==> src/rtl/stream_serializer_if.sv <==
// stream_serializer_if
// Bundles the word-in / beat-out handshake of the stream serializer.
//   in_data/in_len/in_valid/in_ready : word input handshake (source -> serializer)
//   out_data/out_last/out_valid/out_ready : beat output handshake (serializer -> sink)
//   busy : serializer holds an unfinished word
// Modports: master = the surrounding logic, slave = the serializer.
interface stream_serializer_if #(
    parameter int INWIDTH  = 256,
    parameter int OUTWIDTH = 8
);
    localparam int NWORDS = INWIDTH / OUTWIDTH;
    localparam int LW     = $clog2(NWORDS) + 1;

    logic [INWIDTH-1:0]  in_data;
    logic [LW-1:0]       in_len;
    logic                in_valid;
    logic                in_ready;
    logic [OUTWIDTH-1:0] out_data;
    logic                out_valid;
    logic                out_last;
    logic                out_ready;
    logic                busy;

    modport master (
        output in_data, in_len, in_valid, out_ready,
        input  in_ready, out_data, out_valid, out_last, busy
    );

    modport slave (
        input  in_data, in_len, in_valid, out_ready,
        output in_ready, out_data, out_valid, out_last, busy
    );
endinterface

==> src/rtl/stream_serializer.sv <==
// stream_serializer
// Width-down serializer: takes one INWIDTH-bit word plus a beat count and emits
// it as OUTWIDTH-bit beats, LSB word first or MSB (highest valid word) first.
// A one-word holding buffer lets back-to-back words stream without a bubble.
// Ports:
//   clk   : clock, all state changes on the rising edge
//   reset : asynchronous, active-high, clears all state
//   bus   : stream_serializer_if.slave (word input, beat output, busy)
module stream_serializer #(
    parameter int INWIDTH   = 256,
    parameter int OUTWIDTH  = 8,
    parameter bit MSB_FIRST = 1'b0
) (
    input  logic                 clk,
    input  logic                 reset,
    stream_serializer_if.slave   bus
);
    localparam int NWORDS = INWIDTH / OUTWIDTH;
    localparam int LW     = $clog2(NWORDS) + 1;

    localparam logic [LW-1:0] LEN_ZERO = {LW{1'b0}};
    localparam logic [LW-1:0] LEN_ONE  = LW'(1);
    localparam logic [LW-1:0] LEN_MAX  = LW'(NWORDS);

    // Lengths beyond the word size emit a full word.
    function automatic logic [LW-1:0] clamp_len(input logic [LW-1:0] len);
        if (len > LEN_MAX) begin
            return LEN_MAX;
        end else begin
            return len;
        end
    endfunction

    // In MSB-first mode the highest valid beat is moved to the top of the
    // shifter so the output always reads from the same fixed slice.
    function automatic logic [INWIDTH-1:0] align_word(input logic [INWIDTH-1:0] data,
                                                      input logic [LW-1:0]      len);
        if (MSB_FIRST) begin
            return data << (int'(LEN_MAX - len) * OUTWIDTH);
        end else begin
            return data;
        end
    endfunction

    logic [INWIDTH-1:0]  sr_r;
    logic [LW-1:0]       cnt_r;
    logic [INWIDTH-1:0]  hold_data_r;
    logic [LW-1:0]       hold_len_r;
    logic                hold_valid_r;

    logic [INWIDTH-1:0]  sr_next_s;
    logic [LW-1:0]       cnt_next_s;
    logic                hold_valid_next_s;
    logic [LW-1:0]       in_len_c_s;
    logic                in_xfer_s;
    logic                out_xfer_s;
    logic                in_nonzero_s;
    logic                free_s;
    logic                load_hold_s;
    logic                load_in_s;
    logic                to_hold_s;
    logic [OUTWIDTH-1:0] beat_s;

    // Handshake qualifiers and load arbitration.
    always_comb begin
        in_len_c_s   = clamp_len(bus.in_len);
        in_xfer_s    = bus.in_valid && bus.in_ready;
        out_xfer_s   = (cnt_r != LEN_ZERO) && bus.out_ready;
        in_nonzero_s = (bus.in_len != LEN_ZERO);
        free_s       = (cnt_r == LEN_ZERO) || ((cnt_r == LEN_ONE) && out_xfer_s);
        load_hold_s  = free_s && hold_valid_r;
        // in_ready implies an empty hold buffer, so this cannot collide with load_hold_s.
        load_in_s    = free_s && !hold_valid_r && in_xfer_s && in_nonzero_s;
        // Zero-length words are swallowed here and never reach the hold buffer.
        to_hold_s    = in_xfer_s && in_nonzero_s && !free_s;
    end

    // Next shifter contents and beat count.
    always_comb begin
        sr_next_s  = sr_r;
        cnt_next_s = cnt_r;
        if (load_hold_s) begin
            sr_next_s  = align_word(hold_data_r, hold_len_r);
            cnt_next_s = hold_len_r;
        end else if (load_in_s) begin
            sr_next_s  = align_word(bus.in_data, in_len_c_s);
            cnt_next_s = in_len_c_s;
        end else if (out_xfer_s) begin
            if (MSB_FIRST) begin
                sr_next_s = sr_r << OUTWIDTH;
            end else begin
                sr_next_s = sr_r >> OUTWIDTH;
            end
            cnt_next_s = cnt_r - LEN_ONE;
        end else begin
            sr_next_s  = sr_r;
            cnt_next_s = cnt_r;
        end
    end

    // Next hold-buffer occupancy.
    always_comb begin
        hold_valid_next_s = hold_valid_r;
        if (load_hold_s) begin
            hold_valid_next_s = 1'b0;
        end else if (to_hold_s) begin
            hold_valid_next_s = 1'b1;
        end else begin
            hold_valid_next_s = hold_valid_r;
        end
    end

    // Shifter, counter and hold-buffer state.
    always_ff @(posedge clk or posedge reset) begin
        if (reset) begin
            sr_r         <= {INWIDTH{1'b0}};
            cnt_r        <= LEN_ZERO;
            hold_data_r  <= {INWIDTH{1'b0}};
            hold_len_r   <= LEN_ZERO;
            hold_valid_r <= 1'b0;
        end else begin
            sr_r         <= sr_next_s;
            cnt_r        <= cnt_next_s;
            hold_valid_r <= hold_valid_next_s;
            if (to_hold_s) begin
                hold_data_r <= bus.in_data;
                hold_len_r  <= in_len_c_s;
            end else begin
                hold_data_r <= hold_data_r;
                hold_len_r  <= hold_len_r;
            end
        end
    end

    // Output beat slice; forced to zero when no beat is pending since the
    // shifter may still hold leftovers of a partly used word.
    always_comb begin
        if (MSB_FIRST) begin
            beat_s = sr_r[INWIDTH-1 -: OUTWIDTH];
        end else begin
            beat_s = sr_r[OUTWIDTH-1:0];
        end
    end

    // Outputs derive only from state (plus reset for in_ready), never from out_ready/in_valid.
    always_comb begin
        bus.out_valid = (cnt_r != LEN_ZERO);
        bus.out_last  = (cnt_r == LEN_ONE);
        bus.busy      = (cnt_r != LEN_ZERO) || hold_valid_r;
        bus.in_ready  = !reset && !hold_valid_r;
        if (cnt_r != LEN_ZERO) begin
            bus.out_data = beat_s;
        end else begin
            bus.out_data = {OUTWIDTH{1'b0}};
        end
    end
endmodule

==> src/flat_wrapper.sv <==
// flat-port wrapper written by rule: the top's interface ports become plain ports
module stream_serializer_flat 
#(
    parameter int INWIDTH   = 256,
    parameter int OUTWIDTH  = 8,
    parameter bit MSB_FIRST = 1'b0
)
  (clk, reset, bus_in_data, bus_in_len, bus_in_valid, bus_out_ready, bus_in_ready, bus_out_data, bus_out_valid, bus_out_last, bus_busy);
  stream_serializer_if #(.INWIDTH(INWIDTH), .OUTWIDTH(OUTWIDTH)) bus_i ();
  input  logic clk;
  input  logic reset;
  input wire logic [$bits(bus_i.in_data)-1:0] bus_in_data;
  input wire logic [$bits(bus_i.in_len)-1:0] bus_in_len;
  input wire logic [$bits(bus_i.in_valid)-1:0] bus_in_valid;
  input wire logic [$bits(bus_i.out_ready)-1:0] bus_out_ready;
  output wire logic [$bits(bus_i.in_ready)-1:0] bus_in_ready;
  output wire logic [$bits(bus_i.out_data)-1:0] bus_out_data;
  output wire logic [$bits(bus_i.out_valid)-1:0] bus_out_valid;
  output wire logic [$bits(bus_i.out_last)-1:0] bus_out_last;
  output wire logic [$bits(bus_i.busy)-1:0] bus_busy;
  assign bus_i.in_data = bus_in_data;
  assign bus_i.in_len = bus_in_len;
  assign bus_i.in_valid = bus_in_valid;
  assign bus_i.out_ready = bus_out_ready;
  assign bus_in_ready = bus_i.in_ready;
  assign bus_out_data = bus_i.out_data;
  assign bus_out_valid = bus_i.out_valid;
  assign bus_out_last = bus_i.out_last;
  assign bus_busy = bus_i.busy;
  stream_serializer #(.INWIDTH(INWIDTH), .OUTWIDTH(OUTWIDTH), .MSB_FIRST(MSB_FIRST)) u_core (.clk(clk), .reset(reset), .bus(bus_i));
endmodule
==> config.mk <==
export PLATFORM = sky130hd
export DESIGN_NAME = stream_serializer_flat
export DESIGN_NICKNAME = d
export VERILOG_FILES = /design/src/rtl/stream_serializer_if.sv /design/src/rtl/stream_serializer.sv /design/src/flat_wrapper.sv
export SDC_FILE = /design/constraint.sdc
export NUM_CORES = 2
export LEC_CHECK = 0
export ABC_AREA = 1
export CORE_MARGIN = 4
export CORE_UTILIZATION = 40
export CTS_CLUSTER_DIAMETER = 40
export DETAILED_ROUTE_END_ITERATION = 12
export MAX_ROUTING_LAYER = met4
export SETUP_SLACK_MARGIN = 0.02
export SLEW_MARGIN = 30
export SYNTH_ARGS = -nofsm -noshare
export SYNTH_HDL_FRONTEND = slang
export SYNTH_SLANG_ARGS = --single-unit
export TNS_END_PERCENT = 10
==> constraint.sdc <==
create_clock -name clk -period 28.4 [get_ports clk]
set_input_delay 4.26 -clock clk [delete_from_list [all_inputs] [get_ports clk]]
set_output_delay 4.26 -clock clk [all_outputs]
set_load 0.01 [all_outputs]
* Yosys cells after proc, flatten, opt, wreduce, memory -nomap -nowiden *
Cells that the tools add are included.

word-level totals
  flip-flop bits (word level) = 525
  bits of input ports = 266
  output and inout port bits = 12
  logic and storage cells = 38

operators by class
  $add $sub $neg = 1
  $lt $le $gt $ge = 1
  equal/unequal tests = 1
  multiplexer cells = 10
  reductions and logical operators = 20

operator list
  kind                 count
  $mux 256             3
  $mux 6               4
  $reduce_bool 6->1    2
  $logic_and 1x1->1    10
  $mux 8               1
  $eq 6x1->1 const B   1
  $gt 6x6->1 const B   1
  $logic_not 6->1      1
  $sub 6x1->6 const B  1
  $logic_not 1->1      3
  $reduce_bool 3->1    1
  $logic_or 1x1->1     2
  $mux 1               2
  $reduce_bool 2->1    1

* Longest topological paths before layout *
  depth after elaboration = 9
  depth in mapped cells = 14
  mapped depth without buffers = 11

* Worst setup path after synthesis *
Ideal clock, no wire load.

  kind = in2out
  from = input port reset
  to = output port bus_in_ready
  arrival time = 4417 ps
  required time = 24140 ps
  setup slack = 19723 ps
  cell stages on the path = 1
  buffers on the path = 0
  path through = nor2_1

between the ends
  cells in the longest elaborated chain, start to end = 2

RTL lines
  element                           line                      text
  from (decl)                       flat_wrapper.sv:11        input logic reset;
  $logic_not 1->1 (no source line)  --
  $logic_and 1x1->1                 stream_serializer.sv:150  bus.in_ready = !reset && !hold_valid_r;
  to (decl)                         flat_wrapper.sv:16        output wire logic [$bits(bus_i.in_ready)-1:0] bus_in_ready;

Every way passes these cells.

* Worst setup path after layout *
Ends and elaborated chain as after synthesis.

==> flow_metrics.tcl <==
set metrics [dict create \
    status "complete, no violations" \
    fin_nets 4378 \
    insertion_delay_ns 0.63 \
    worstSetupStartpoint "reset" \
    cp-start-kind "input port" \
    rows 96 \
    ir_drop_uv 51.49 \
    syn_inst 3985 \
    rsz0062_at_grt "no" \
    worst_pin_slew_ns 0.9962 \
    grt_max_degree 270 \
    grt_use_met3 0.04066 \
    power_uw 3743 \
    antenna_found_initial 8 \
    max-cap-violations 0 \
    path_clk_slew_ns 0.04 \
    drtIter0Drc 2089 \
    crit_path_max_incr_delay_ns 0.55 \
    min_path_cells 2 \
    drt_wl_total_um 81350 \
    wl_per_cell_um 15.84 \
    core-area_um2 68710 \
    p_sw_uw 1405 \
    use_met1 0.3031 \
    floorplan.initialDensity 0.4048 \
    r2r_end "u_core.sr_r[34]" \
    p_per_area_nw_per_um2 108.4 \
    intPower_uw 2338 \
    drive_gt1_frac 0.06652 \
    synth_area_um2 27810 \
    yosysWarnings 0 \
    reg2reg_depth 9 \
    ys_seq_area_frac 0.4724 \
    cts-hold-fix-buffers 0 \
    grt_pass1_wl_um 132700 \
    cts_resized 0 \
    synth_edf_count 0 \
    layout_setup_ws_ns 18.68 \
    crit_fanout 3 \
    yosysUniqueCellTypes 29 \
    end_kind "output port" \
    clockPowerShare 0.340 \
    endpoint "bus_in_ready" \
    cts_tree "done" \
    drt.antenna.violating_nets 0 \
    power.leakage_uw 0.01799 \
    reg2reg_slack_ns 23.24 \
    clock_path_buffers 3 \
    path_cells "clkdlybuf4s50_1, nor2_1, clkdlybuf4s50_1" \
    grt_usage 0.2254 \
    dr_total_vias 25340 \
    htree_levels 3 \
    p_seq_frac 0.324 \
    ys.flop_type "dfrtp_1" \
    firstDrtPassIters 5 \
    comb_power_share 0.336 \
    synth_top_area_frac 0.4724 \
    cpMaxStageDelayCell "clkdlybuf4s50_1" \
    grt-busiest-layer "met2" \
    path_common_cell "clkdlybuf4s50_1" \
    grt_pass1_vias 24780 \
    dp.final_hpwl_um 45380 \
    dpl_worst_slack_ns 18.67 \
    synthTopCellsByArea "dfrtp_1, nand2_1, nand3_1" \
    max_freq_mhz 102.8 \
    setup_tns_ns 0 \
    fin_crit_ns 9.724 \
    synth-async-reset-ratio 1.000 \
    portBuffers 277 \
    ioPinCount 278 \
    slew_viol_final 0 \
    grt-ovfl-total 0 \
    relSlewSlack 0.3358 \
    finClkSkew_ns 0.01243 \
    dieArea_um2 73820 \
    drc 0 \
    die_x_um 271.7 \
    cts-root-buf "clkbuf_16" \
    met2_usage 0.3500 \
    switching_share 0.3753 \
    setup_viol 0 \
    numClockSinks 525 \
    postCtsSetupBuffers 0 \
    required_ns 24.14 \
    synth_area_per_cell_um2 6.979 \
    cts_buffers 101 \
    cp_data_arrival_time_ns 5.46 \
    fin_crit_sh 0.3424 \
    die_height_um 271.7 \
    finalHoldViolCount 0 \
    yosys.area.top_type "dfrtp_1" \
    via_per_inst 4.937 \
    ys_seq_elements 525 \
    place.gp.congestion 0.7745 \
    rr_startpoint "u_core.hold_valid_r" \
    areaGrowthSynthToFinish_pct 24.20 \
    syn_nets 4253 \
    criticalPathCategory "input port to output port" \
    hold_path_class "flip-flop to flip-flop" \
]
-- power by group through the flow --
stage          combinational [uW]  sequential, uW  clock, uW
2_1_floorplan                 974            1180          0
3_3_place_gp                 1230            1210          0
3_5_place_dp                 1260            1220          0
4_1_cts                      1270            1210       1290
5_1_grt                      1460            1250       1330
6_report                     1260            1210       1270
-- stage by stage --
stage	area [um^2]	utilization	hold slack, ns	cells
2_1_floorplan	27810	-	0.4425	3985
3_3_place_gp	30680	0.4466	0.4542	4931
3_5_place_dp	30770	0.4479	0.4589	4934
4_1_cts	34400	0.5007	0.4734	5121
5_1_grt	34540	0.5027	0.4817	5133
6_report	34540	0.5028	0.4712	5134
-- layout by cell type, fill, tap and decap left out, types with 2 or more instances in the layout --
master and count:
nand2_8 3, bufinv_16 17, clkinv_2 10, nand4_1 2
buf_4 15, nor2_4 2, o21ai_0 252, clkbuf_8 13
inv_2 60, dfrtp_1 524, nor2_1 11, inv_1 427
ha_1 2, buf_12 4, nand3_1 788, nor2_2 2
clkinv_4 9, inv_6 11, diode_2 9, clkbuf_16 103
clkinvlp_4 11, buf_16 6, clkbuf_1 12, buf_6 6
clkdlybuf4s50_1 277, nand2_1 1570, inv_8 4, xnor2_1 2
clkinv_1 40
-- cell type report --
| cell class | instances | area (um^2) |
|---|---|---|
| Fill cell | 6760 | 34160 |
| Clock buffer | 128 | 2801 |
| Antenna cell | 9 | 22.52 |
| Sequential cell | 525 | 13140 |
| Timing Repair Buffer | 308 | 3198 |
| Inverter | 530 | 2012 |
| Clock inverter | 59 | 829.5 |
| Multi-Input combinational cell | 2644 | 11370 |
| Tap cell | 931 | 1165 |
-- cell usage after synthesis (11+ instances only) --
cell      instances
clkbuf_1        118
inv_1           428
buf_4            12
buf_6            11
buf_1            15
nor2_1           12
nand3_1         788
inv_2            62
nand2_1        1571
clkinv_1         40
dfrtp_1         525
o21ai_0         252
buf_2           130
-- worst min path at each step --
stage,from,to,slack (ns)
finish,u_core.sr_r[114],u_core.sr_r[114],0.47
global route,u_core.sr_r[103],u_core.sr_r[103],0.48
CTS,u_core.hold_data_r[249],u_core.hold_data_r[249],0.47
detailed placement,u_core.hold_data_r[249],u_core.hold_data_r[249],0.46
global placement,u_core.hold_data_r[248],u_core.hold_data_r[248],0.45
floorplan,u_core.hold_data_r[248],u_core.hold_data_r[248],0.44
-- sequential cells by signal, summed over array words and instances (netlist names) --
register	flops
u_core.sr_r	256
u_core.hold_valid_r	1
u_core.hold_data_r	256
u_core.cnt_r	6
u_core.hold_len_r	6
-- critical path, delay by kind of cell --
kind,cells,cell delay (ns)
buf+inv,2,1.08
simple gates,1,0.13
-- cells by family after synthesis --
family,Yosys count,synth area share
AO/OA/AOI/OAI,257,0.04647
flip-flops,525,0.4724
AND/OR/NAND/NOR,2382,0.3588
XOR/XNOR,3,0.0009449
adder cells (fa/ha/maj),2,0.0008996
buffers and inverters,816,0.1206
-- layer usage --
| layer | part of all wire | up-vias |
|---|---|---|
| met2 | 0.46 | 630 |
| met1 | 0.46 | 11950 |
| met5 | 0 | - |
| li1 | - | 12620 |
| met4 | 0.026 | 0 |
| met3 | 0.057 | 149 |
Power figures use the tool's default switching activity.
